===== src/rtl/psc_axil_regs.sv =====
// AXI4-Lite register block for the power-supply controller (DAC setpoint, ramp table, DCCT cal, status).
// Define PSC_RAMP_AUTOINC_EN to post-increment RAMPADDR on every accepted RAMPDATA write.
module psc_axil_regs #(
  parameter logic [31:0] FPGA_VERSION = 32'd1,
  parameter int unsigned ADDR_W       = 12
) (
  input  logic              clk,
  input  logic              reset_n,
  input  logic [ADDR_W-1:0] s_axi_awaddr,
  input  logic              s_axi_awvalid,
  output logic              s_axi_awready,
  input  logic [31:0]       s_axi_wdata,
  input  logic [3:0]        s_axi_wstrb,
  input  logic              s_axi_wvalid,
  output logic              s_axi_wready,
  output logic [1:0]        s_axi_bresp,
  output logic              s_axi_bvalid,
  input  logic              s_axi_bready,
  input  logic [ADDR_W-1:0] s_axi_araddr,
  input  logic              s_axi_arvalid,
  output logic              s_axi_arready,
  output logic [31:0]       s_axi_rdata,
  output logic [1:0]        s_axi_rresp,
  output logic              s_axi_rvalid,
  input  logic              s_axi_rready,
  output logic [7:0]        fp_leds,
  output logic [19:0]       dac_setpt,
  output logic [1:0]        dac_opmode,
  output logic [15:0]       ramp_len,
  output logic              ramp_we,
  output logic [15:0]       ramp_addr,
  output logic [19:0]       ramp_wdata,
  output logic              ramp_run,
  output logic [15:0]       dcct0_offset,
  output logic [15:0]       dcct0_gain,
  output logic [15:0]       dcct1_offset,
  output logic [15:0]       dcct1_gain,
  input  logic [31:0]       status
);
  localparam logic [1:0] RESP_OKAY = 2'b00, RESP_SLVERR = 2'b10;
  localparam logic [ADDR_W-1:0] A_VERSION  = ADDR_W'(32'h000), A_FP       = ADDR_W'(32'h004),
                                A_SETPT    = ADDR_W'(32'h108), A_OPMODE   = ADDR_W'(32'h10C),
                                A_RAMPLEN  = ADDR_W'(32'h118), A_RAMPADDR = ADDR_W'(32'h11C),
                                A_RAMPDATA = ADDR_W'(32'h120), A_RAMPRUN  = ADDR_W'(32'h124),
                                A_D0OFF    = ADDR_W'(32'h150), A_D0GAIN   = ADDR_W'(32'h154),
                                A_D1OFF    = ADDR_W'(32'h158), A_D1GAIN   = ADDR_W'(32'h15C),
                                A_STATUS   = ADDR_W'(32'h200);

  typedef enum logic [1:0] {W_IDLE, W_HAVE_AW, W_HAVE_W, W_RESP} wstate_e;
  typedef enum logic {R_IDLE, R_VALID} rstate_e;

  wstate_e wstate_q, wstate_d;
  rstate_e rstate_q, rstate_d;
  logic              commit;
  logic [ADDR_W-1:0] awaddr_q, waddr, wa;
  logic [31:0]       wdata_q, wd, merged;
  logic [3:0]        wstrb_q, ws;
  logic [32:0]       wsel, rsel;
  logic              wok;
  logic [1:0]        bresp_q, rresp_q;
  logic [31:0]       rdata_q;
  logic [7:0]        fp_leds_q;
  logic [19:0]       dac_setpt_q, ramp_wdata_q;
  logic [1:0]        dac_opmode_q;
  logic [15:0]       ramp_len_q, rampaddr_reg_q, ramp_addr_q;
  logic [15:0]       d0off_q, d0gain_q, d1off_q, d1gain_q;
  logic              ramp_we_q, ramp_run_q;

  // Returns {mapped, read value}; also supplies the old value for byte-masked writes.
  function automatic logic [32:0] reg_rd(input logic [ADDR_W-1:0] a);
    logic [32:0] r;
    r = '0;
    case ({a[ADDR_W-1:2], 2'b00})
      A_VERSION:             r = {1'b1, FPGA_VERSION};
      A_FP:                  r = {1'b1, 24'd0, fp_leds_q};
      A_SETPT:               r = {1'b1, {12{dac_setpt_q[19]}}, dac_setpt_q};
      A_OPMODE:              r = {1'b1, 30'd0, dac_opmode_q};
      A_RAMPLEN:             r = {1'b1, 16'd0, ramp_len_q};
      A_RAMPADDR:            r = {1'b1, 16'd0, rampaddr_reg_q};
      A_RAMPDATA, A_RAMPRUN: r = {1'b1, 32'd0};
      A_D0OFF:               r = {1'b1, 16'd0, d0off_q};
      A_D0GAIN:              r = {1'b1, 16'd0, d0gain_q};
      A_D1OFF:               r = {1'b1, 16'd0, d1off_q};
      A_D1GAIN:              r = {1'b1, 16'd0, d1gain_q};
      A_STATUS:              r = {1'b1, status};
      default:               r = '0;
    endcase
    return r;
  endfunction

  function automatic logic [31:0] wmerge(input logic [31:0] old, input logic [31:0] d,
                                         input logic [3:0] s);
    logic [31:0] m;
    for (int i = 0; i < 4; i++) m[8*i +: 8] = s[i] ? d[8*i +: 8] : old[8*i +: 8];
    return m;
  endfunction

  // Address/data come from the live bus or the earlier-captured half, whichever arrived first.
  always_comb begin
    waddr  = (wstate_q == W_HAVE_AW) ? awaddr_q : s_axi_awaddr;
    wd     = (wstate_q == W_HAVE_W)  ? wdata_q  : s_axi_wdata;
    ws     = (wstate_q == W_HAVE_W)  ? wstrb_q  : s_axi_wstrb;
    wa     = {waddr[ADDR_W-1:2], 2'b00};
    wsel   = reg_rd(waddr);
    wok    = wsel[32] && (wa != A_VERSION) && (wa != A_STATUS);
    merged = wmerge(wsel[31:0], wd, ws);
    rsel   = reg_rd(s_axi_araddr);
  end

  always_comb begin
    wstate_d      = wstate_q;
    s_axi_awready = 1'b0;
    s_axi_wready  = 1'b0;
    s_axi_bvalid  = 1'b0;
    commit        = 1'b0;
    case (wstate_q)
      W_IDLE: begin
        s_axi_awready = 1'b1;
        s_axi_wready  = 1'b1;
        if (s_axi_awvalid && s_axi_wvalid) begin
          wstate_d = W_RESP;
          commit   = 1'b1;
        end else if (s_axi_awvalid) wstate_d = W_HAVE_AW;
        else if (s_axi_wvalid)      wstate_d = W_HAVE_W;
      end
      W_HAVE_AW: begin
        s_axi_wready = 1'b1;
        if (s_axi_wvalid) begin
          wstate_d = W_RESP;
          commit   = 1'b1;
        end
      end
      W_HAVE_W: begin
        s_axi_awready = 1'b1;
        if (s_axi_awvalid) begin
          wstate_d = W_RESP;
          commit   = 1'b1;
        end
      end
      default: begin
        s_axi_bvalid = 1'b1;
        if (s_axi_bready) wstate_d = W_IDLE;
      end
    endcase
  end

  always_comb begin
    rstate_d      = rstate_q;
    s_axi_arready = (rstate_q == R_IDLE);
    s_axi_rvalid  = (rstate_q == R_VALID);
    if (rstate_q == R_IDLE && s_axi_arvalid)      rstate_d = R_VALID;
    else if (rstate_q == R_VALID && s_axi_rready) rstate_d = R_IDLE;
  end

  always_ff @(posedge clk or negedge reset_n) begin
    if (!reset_n) begin
      wstate_q <= W_IDLE;
      rstate_q <= R_IDLE;
      awaddr_q <= '0;
      wdata_q  <= '0;
      wstrb_q  <= '0;
      rdata_q  <= '0;
      rresp_q  <= RESP_OKAY;
    end else begin
      wstate_q <= wstate_d;
      rstate_q <= rstate_d;
      if (s_axi_awvalid && s_axi_awready) awaddr_q <= s_axi_awaddr;
      if (s_axi_wvalid && s_axi_wready) begin
        wdata_q <= s_axi_wdata;
        wstrb_q <= s_axi_wstrb;
      end
      if (s_axi_arvalid && s_axi_arready) begin
        rdata_q <= rsel[31:0];
        rresp_q <= rsel[32] ? RESP_OKAY : RESP_SLVERR;
      end
    end
  end

  always_ff @(posedge clk or negedge reset_n) begin
    if (!reset_n) begin
      bresp_q        <= RESP_OKAY;
      fp_leds_q      <= '0;
      dac_setpt_q    <= '0;
      dac_opmode_q   <= '0;
      ramp_len_q     <= '0;
      rampaddr_reg_q <= '0;
      ramp_addr_q    <= '0;
      ramp_wdata_q   <= '0;
      d0off_q        <= '0;
      d0gain_q       <= '0;
      d1off_q        <= '0;
      d1gain_q       <= '0;
      ramp_we_q      <= 1'b0;
      ramp_run_q     <= 1'b0;
    end else begin
      ramp_we_q  <= 1'b0;
      ramp_run_q <= 1'b0;
      if (commit) begin
        bresp_q <= wok ? RESP_OKAY : RESP_SLVERR;
        if (wok) begin
          case (wa)
            A_FP:       fp_leds_q      <= merged[7:0];
            A_SETPT:    dac_setpt_q    <= merged[19:0];
            A_OPMODE:   dac_opmode_q   <= merged[1:0];
            A_RAMPLEN:  ramp_len_q     <= merged[15:0];
            A_RAMPADDR: rampaddr_reg_q <= merged[15:0];
            A_D0OFF:    d0off_q        <= merged[15:0];
            A_D0GAIN:   d0gain_q       <= merged[15:0];
            A_D1OFF:    d1off_q        <= merged[15:0];
            A_D1GAIN:   d1gain_q       <= merged[15:0];
            A_RAMPDATA: if (ws[2:0] == 3'b111) begin
              ramp_we_q    <= 1'b1;
              ramp_addr_q  <= rampaddr_reg_q;
              ramp_wdata_q <= wd[19:0];
`ifdef PSC_RAMP_AUTOINC_EN
              rampaddr_reg_q <= rampaddr_reg_q + 16'd1;
`endif
            end
            A_RAMPRUN:  ramp_run_q <= ws[0] & wd[0];
            default: ;
          endcase
        end
      end
    end
  end

  assign s_axi_bresp  = bresp_q;
  assign s_axi_rdata  = rdata_q;
  assign s_axi_rresp  = rresp_q;
  assign fp_leds      = fp_leds_q;
  assign dac_setpt    = dac_setpt_q;
  assign dac_opmode   = dac_opmode_q;
  assign ramp_len     = ramp_len_q;
  assign ramp_we      = ramp_we_q;
  assign ramp_addr    = ramp_addr_q;
  assign ramp_wdata   = ramp_wdata_q;
  assign ramp_run     = ramp_run_q;
  assign dcct0_offset = d0off_q;
  assign dcct0_gain   = d0gain_q;
  assign dcct1_offset = d1off_q;
  assign dcct1_gain   = d1gain_q;
endmodule

===== config.mk =====
export PLATFORM = sky130hd
export DESIGN_NAME = psc_axil_regs
export DESIGN_NICKNAME = d
export VERILOG_FILES = /design/src/rtl/psc_axil_regs.sv
export SDC_FILE = /design/constraint.sdc
export NUM_CORES = 1
export LEC_CHECK = 0
export ABC_AREA = 1
export BUFFER_PORTS_ARGS = -buffer_cell sky130_fd_sc_hd__buf_4
export CAP_MARGIN = 10
export CORE_MARGIN = 10
export CORE_UTILIZATION = 52
export CTS_CLUSTER_DIAMETER = 60
export DETAILED_ROUTE_END_ITERATION = 7
export PLACE_DENSITY_LB_ADDON = 0.3
export REMOVE_ABC_BUFFERS = 1
export SLEW_MARGIN = 40
export SYNTH_ARGS = -nofsm -noshare
export SYNTH_HDL_FRONTEND = slang
export SYNTH_SLANG_ARGS = --single-unit

===== constraint.sdc =====
create_clock -name clk -period 3.5 [get_ports clk]
set_clock_uncertainty 0.05 [all_clocks]
set_input_delay 0.7 -clock clk [delete_from_list [all_inputs] [get_ports clk]]
set_output_delay 0.7 -clock clk [all_outputs]
set_load 0.03 [all_outputs]

==> summary.txt <==
Global route
  • Met3 Use GR: 9.329%
  • Final global-route overflow total: 0
  • Initial antenna violation count: 0
  • Total GRT Usage: 33.46%
  • Pin count of the biggest net entering global routing: 80
  • Met2 usage: 52.86%
  • First-pass GRT wire length: 80.62 mm
  • Gr busiest metal: met2
  • Vias in the first global route: 13,300
  • Met1 Use GR: 43.60%

Critical path
  • Required time of the critical path: 3.87 ns
  • CP max stage delay: 0.41 ns
  • Worst-path maximum fanout: 18
  • CP Buf/Inv Count: 3
  • R2R Setup Slk: 0.32 ns
  • FF-to-FF Start: wstate_q[1]$_DFFE_PN0P_
  • Kind of critical path: reg2reg
  • Crit path DAT: 3.55 ns
  • Crit. End Element: flop
  • Startpoint Class: flop
  • CP most frequent cell: nand2_1
  • Reg2Reg Capture Point: ramp_addr[9]$_DFFE_PN0P_
  • Reg2Reg Depth: 17
  • CP Cell Sequence: inv_1 -> ha_2 -> inv_4 -> nand2_1 -> nand2_1 -> nor2_1 -> nand2_1 -> nor2_1 -> nand2_1 -> nand2_1 -> nor2_1 -> nand3_4 -> nand2_4 -> inv_4 -> nand2_4 -> nand2_1 -> nand2_1
  • Slowest cell on the critical path: dfrtp_1
  • Top delay family on crit path: simple AND/OR/NAND/NOR gates

Die
  • Die height: 175.7 um
  • Die width: 175.7 um
  • Starting density of the core: 53.21%
  • Core box area: 23,680 sq um
  • Die area: 30,860 sq um
  • Num rows: 56
  • Num ports: 288

Power
  • Sw Ratio: 35.97%
  • Clock power share: 35.2%
  • Peak VDD IR: 0.7200 mV
  • Sequential power share: 37.4%
  • Combinational power share: 27.5%
  • Internal power: 5.204 mW
  • Pwr Total: 8.128 mW
  • Power Density: 502.8 nW/um^2
  • Pleak: 9.135 nW
  • Sw power: 2.924 mW

Layout
  • Register area: 5856 sq um
  • Most frequent cells in the layout: nand2_1 (853), buf_4 (322), dfrtp_1 (234)
  • Area growth, synth to finish: 28.28%
  • Number of diodes: 0
  • Post-Layout Cell Count: 2,437
  • Final Cell Area: 16,170 sq um
  • Layout cells sized above 1: 19.92%
  • Fillers: 1,990
  • Multi-input logic area: 5862 sq um
  • Commonest non-fill, non-tap cell in the layout: nand2_1
  • Fin nets: 2,201

STA
  • Rel. slew slack: 55.17%
  • Finish-stage setup viols: 0
  • Peak Freq: 0.3146 GHz
  • Worst Max-Slew Pin Slew: 0.6724 ns
  • Final Hold Viols: 0
  • Fin crit share: 90.83%
  • Unrepaired setup endpoints after global routing: false
  • Minimum clock period: 3.179 ns
  • Pins Over Slew Limit: 0

Logic synthesis
  • Syn_area_per_cell: 6.978 sq um
  • Yosys warns: 0
  • Sequential-to-total area share from yosys stat: 46.47%
  • Post-synth EDFFs: 0
  • Synth Register Bits: 234
  • Gate count of the mapped netlist: 1,806
  • Cell Area, Synth: 12,600 sq um
  • Primary FF master, synth: dfrtp_1
  • Async SR Flop Fraction: 100.0%
  • Number of library cell types mapped by synthesis: 42

Hold path
  • HP Class: in2async

CTS
  • Total CTS buffers: 27
  • Clock sink count: 234
  • TritonCTS clock tree: yes
  • Worst-Skew Late Latency: 0.53 ns
  • Root Driver: clkbuf_16
  • Clock Tree Buf Depth: 3
  • Post-cts sizing count: 0
  • Post-CTS setup buffer count: 0
  • Hold_buf cts: 0
  • Reg clk slew, reported paths: 0.06 ns
  • Number of H-tree levels: 1

Placed design
  • RePlAce Congestion: 0.9764
  • Buffers added on ports: 268
  • Placed cells: 2,387
  • Placed inst area: 15,240 sq um
  • Post-DP HPWL: 39.13 mm

Drt
  • Drt drc: 0
  • Wire per inst: 21.97 um
  • DR vias: 13,920
  • Post-route ant nets: 0
  • Initial drt markers: 1,686
  • Vias per cell: 5.713
  • Drt pass-1 iters: 6
  • Routed wire length: 53.54 mm

Job
  • Max cap viols: 0

Run status
  • Status: finished clean
how the worst max path moves through the flow:
stage,from,to,slack [ns],depth (start not counted)
2_1_floorplan,wstate_q[1]$_DFFE_PN0P_,ramp_addr[0]$_DFFE_PN0P_,-0.88,15
3_3_place_gp,wstate_q[1]$_DFFE_PN0P_,ramp_addr[9]$_DFFE_PN0P_,0.18,17
3_5_place_dp,wstate_q[1]$_DFFE_PN0P_,ramp_wdata[7]$_DFFE_PN0P_,0.04,17
4_1_cts,wstate_q[1]$_DFFE_PN0P_,ramp_addr[5]$_DFFE_PN0P_,0.03,17
5_1_grt,wstate_q[1]$_DFFE_PN0P_,ramp_addr[3]$_DFFE_PN0P_,0.05,17
6_report,wstate_q[1]$_DFFE_PN0P_,ramp_addr[9]$_DFFE_PN0P_,0.32,17
area by class of cell:
type,count,area share [%]
clock buffers,36,4.574
clock inverters,13,0.9443
inverters,165,3.862
multi-input cells,1342,36.26
flip-flops and latches,234,36.22
well taps,319,2.469
repair buffers,328,15.67
metal layers:
layer | wire, um | part of all wire [%]
met4 | 1898 | 3.5
met3 | 6773 | 13
met5 | 0 | 0
met2 | 24020 | 45
met1 | 20850 | 39
through the flow:
step	util [%]	setup TNS (ns)	hold WS (ns)	setup WS [ns]
finish	68.26	0	0.09477	0.3210
global route	68.26	0	0.1366	0.04511
CTS	68.13	0	0.1194	0.03112
detailed placement	64.37	0	0.4110	0.04193
global placement	64.37	0	0.4062	0.1786
floorplan	-	-101.01	0.3544	-0.8769
registers in the layout (all words and copies together) (netlist names):
register and count:
dac_opmode 2, wstate_q 2, wstrb_q 3, dac_setpt 20, fp_leds 8, dcct1_offset 16
s_axi_bresp 1, wdata_q 20, ramp_len 16, ramp_wdata 20, s_axi_rvalid 1, awaddr_q 10
dcct0_offset 16, dcct0_gain 16, s_axi_rdata 32, ramp_run 1, s_axi_rresp 1, ramp_addr 16
rampaddr_reg_q 16, ramp_we 1, dcct1_gain 16
cells by family (layout without fill, tap and decap cells):
group,count (synthesis),count (layout),synth area share [%]
compound gates,176,176,7.744
fa+ha+maj,4,4,0.3972
buf+inv,232,542,7.377
flops,234,234,46.47
mux,4,4,0.3574
other cells,1,2,0.02976
simple gates,1155,1156,37.63
Yosys cell counts (all sizes together) (5+ instances only):
cell    count  share of area [%]
clkinv      5               0.15
o22ai       9               0.45
clkbuf     32               0.95
nand3     142                5.9
a21oi      30                1.2
dfrtp     234                 46
nor3        6               0.24
o21ai     115                4.6
buf        35                1.5
a221oi      8               0.56
inv       160                4.8
nor2      108                3.5
nand2     858                 26
nand4      32                1.6
power groups by stage:
stage	clock [mW]	sequential (mW)	combinational, mW
finish	2.86	3.04	2.23
global route	2.97	3.06	2.43
CTS	2.88	3.03	2.17
detailed placement	0	3.07	2.15
global placement	0	3.06	2.10
floorplan	0	3.07	1.28
Note: power is estimated with default switching activity, not from simulation.
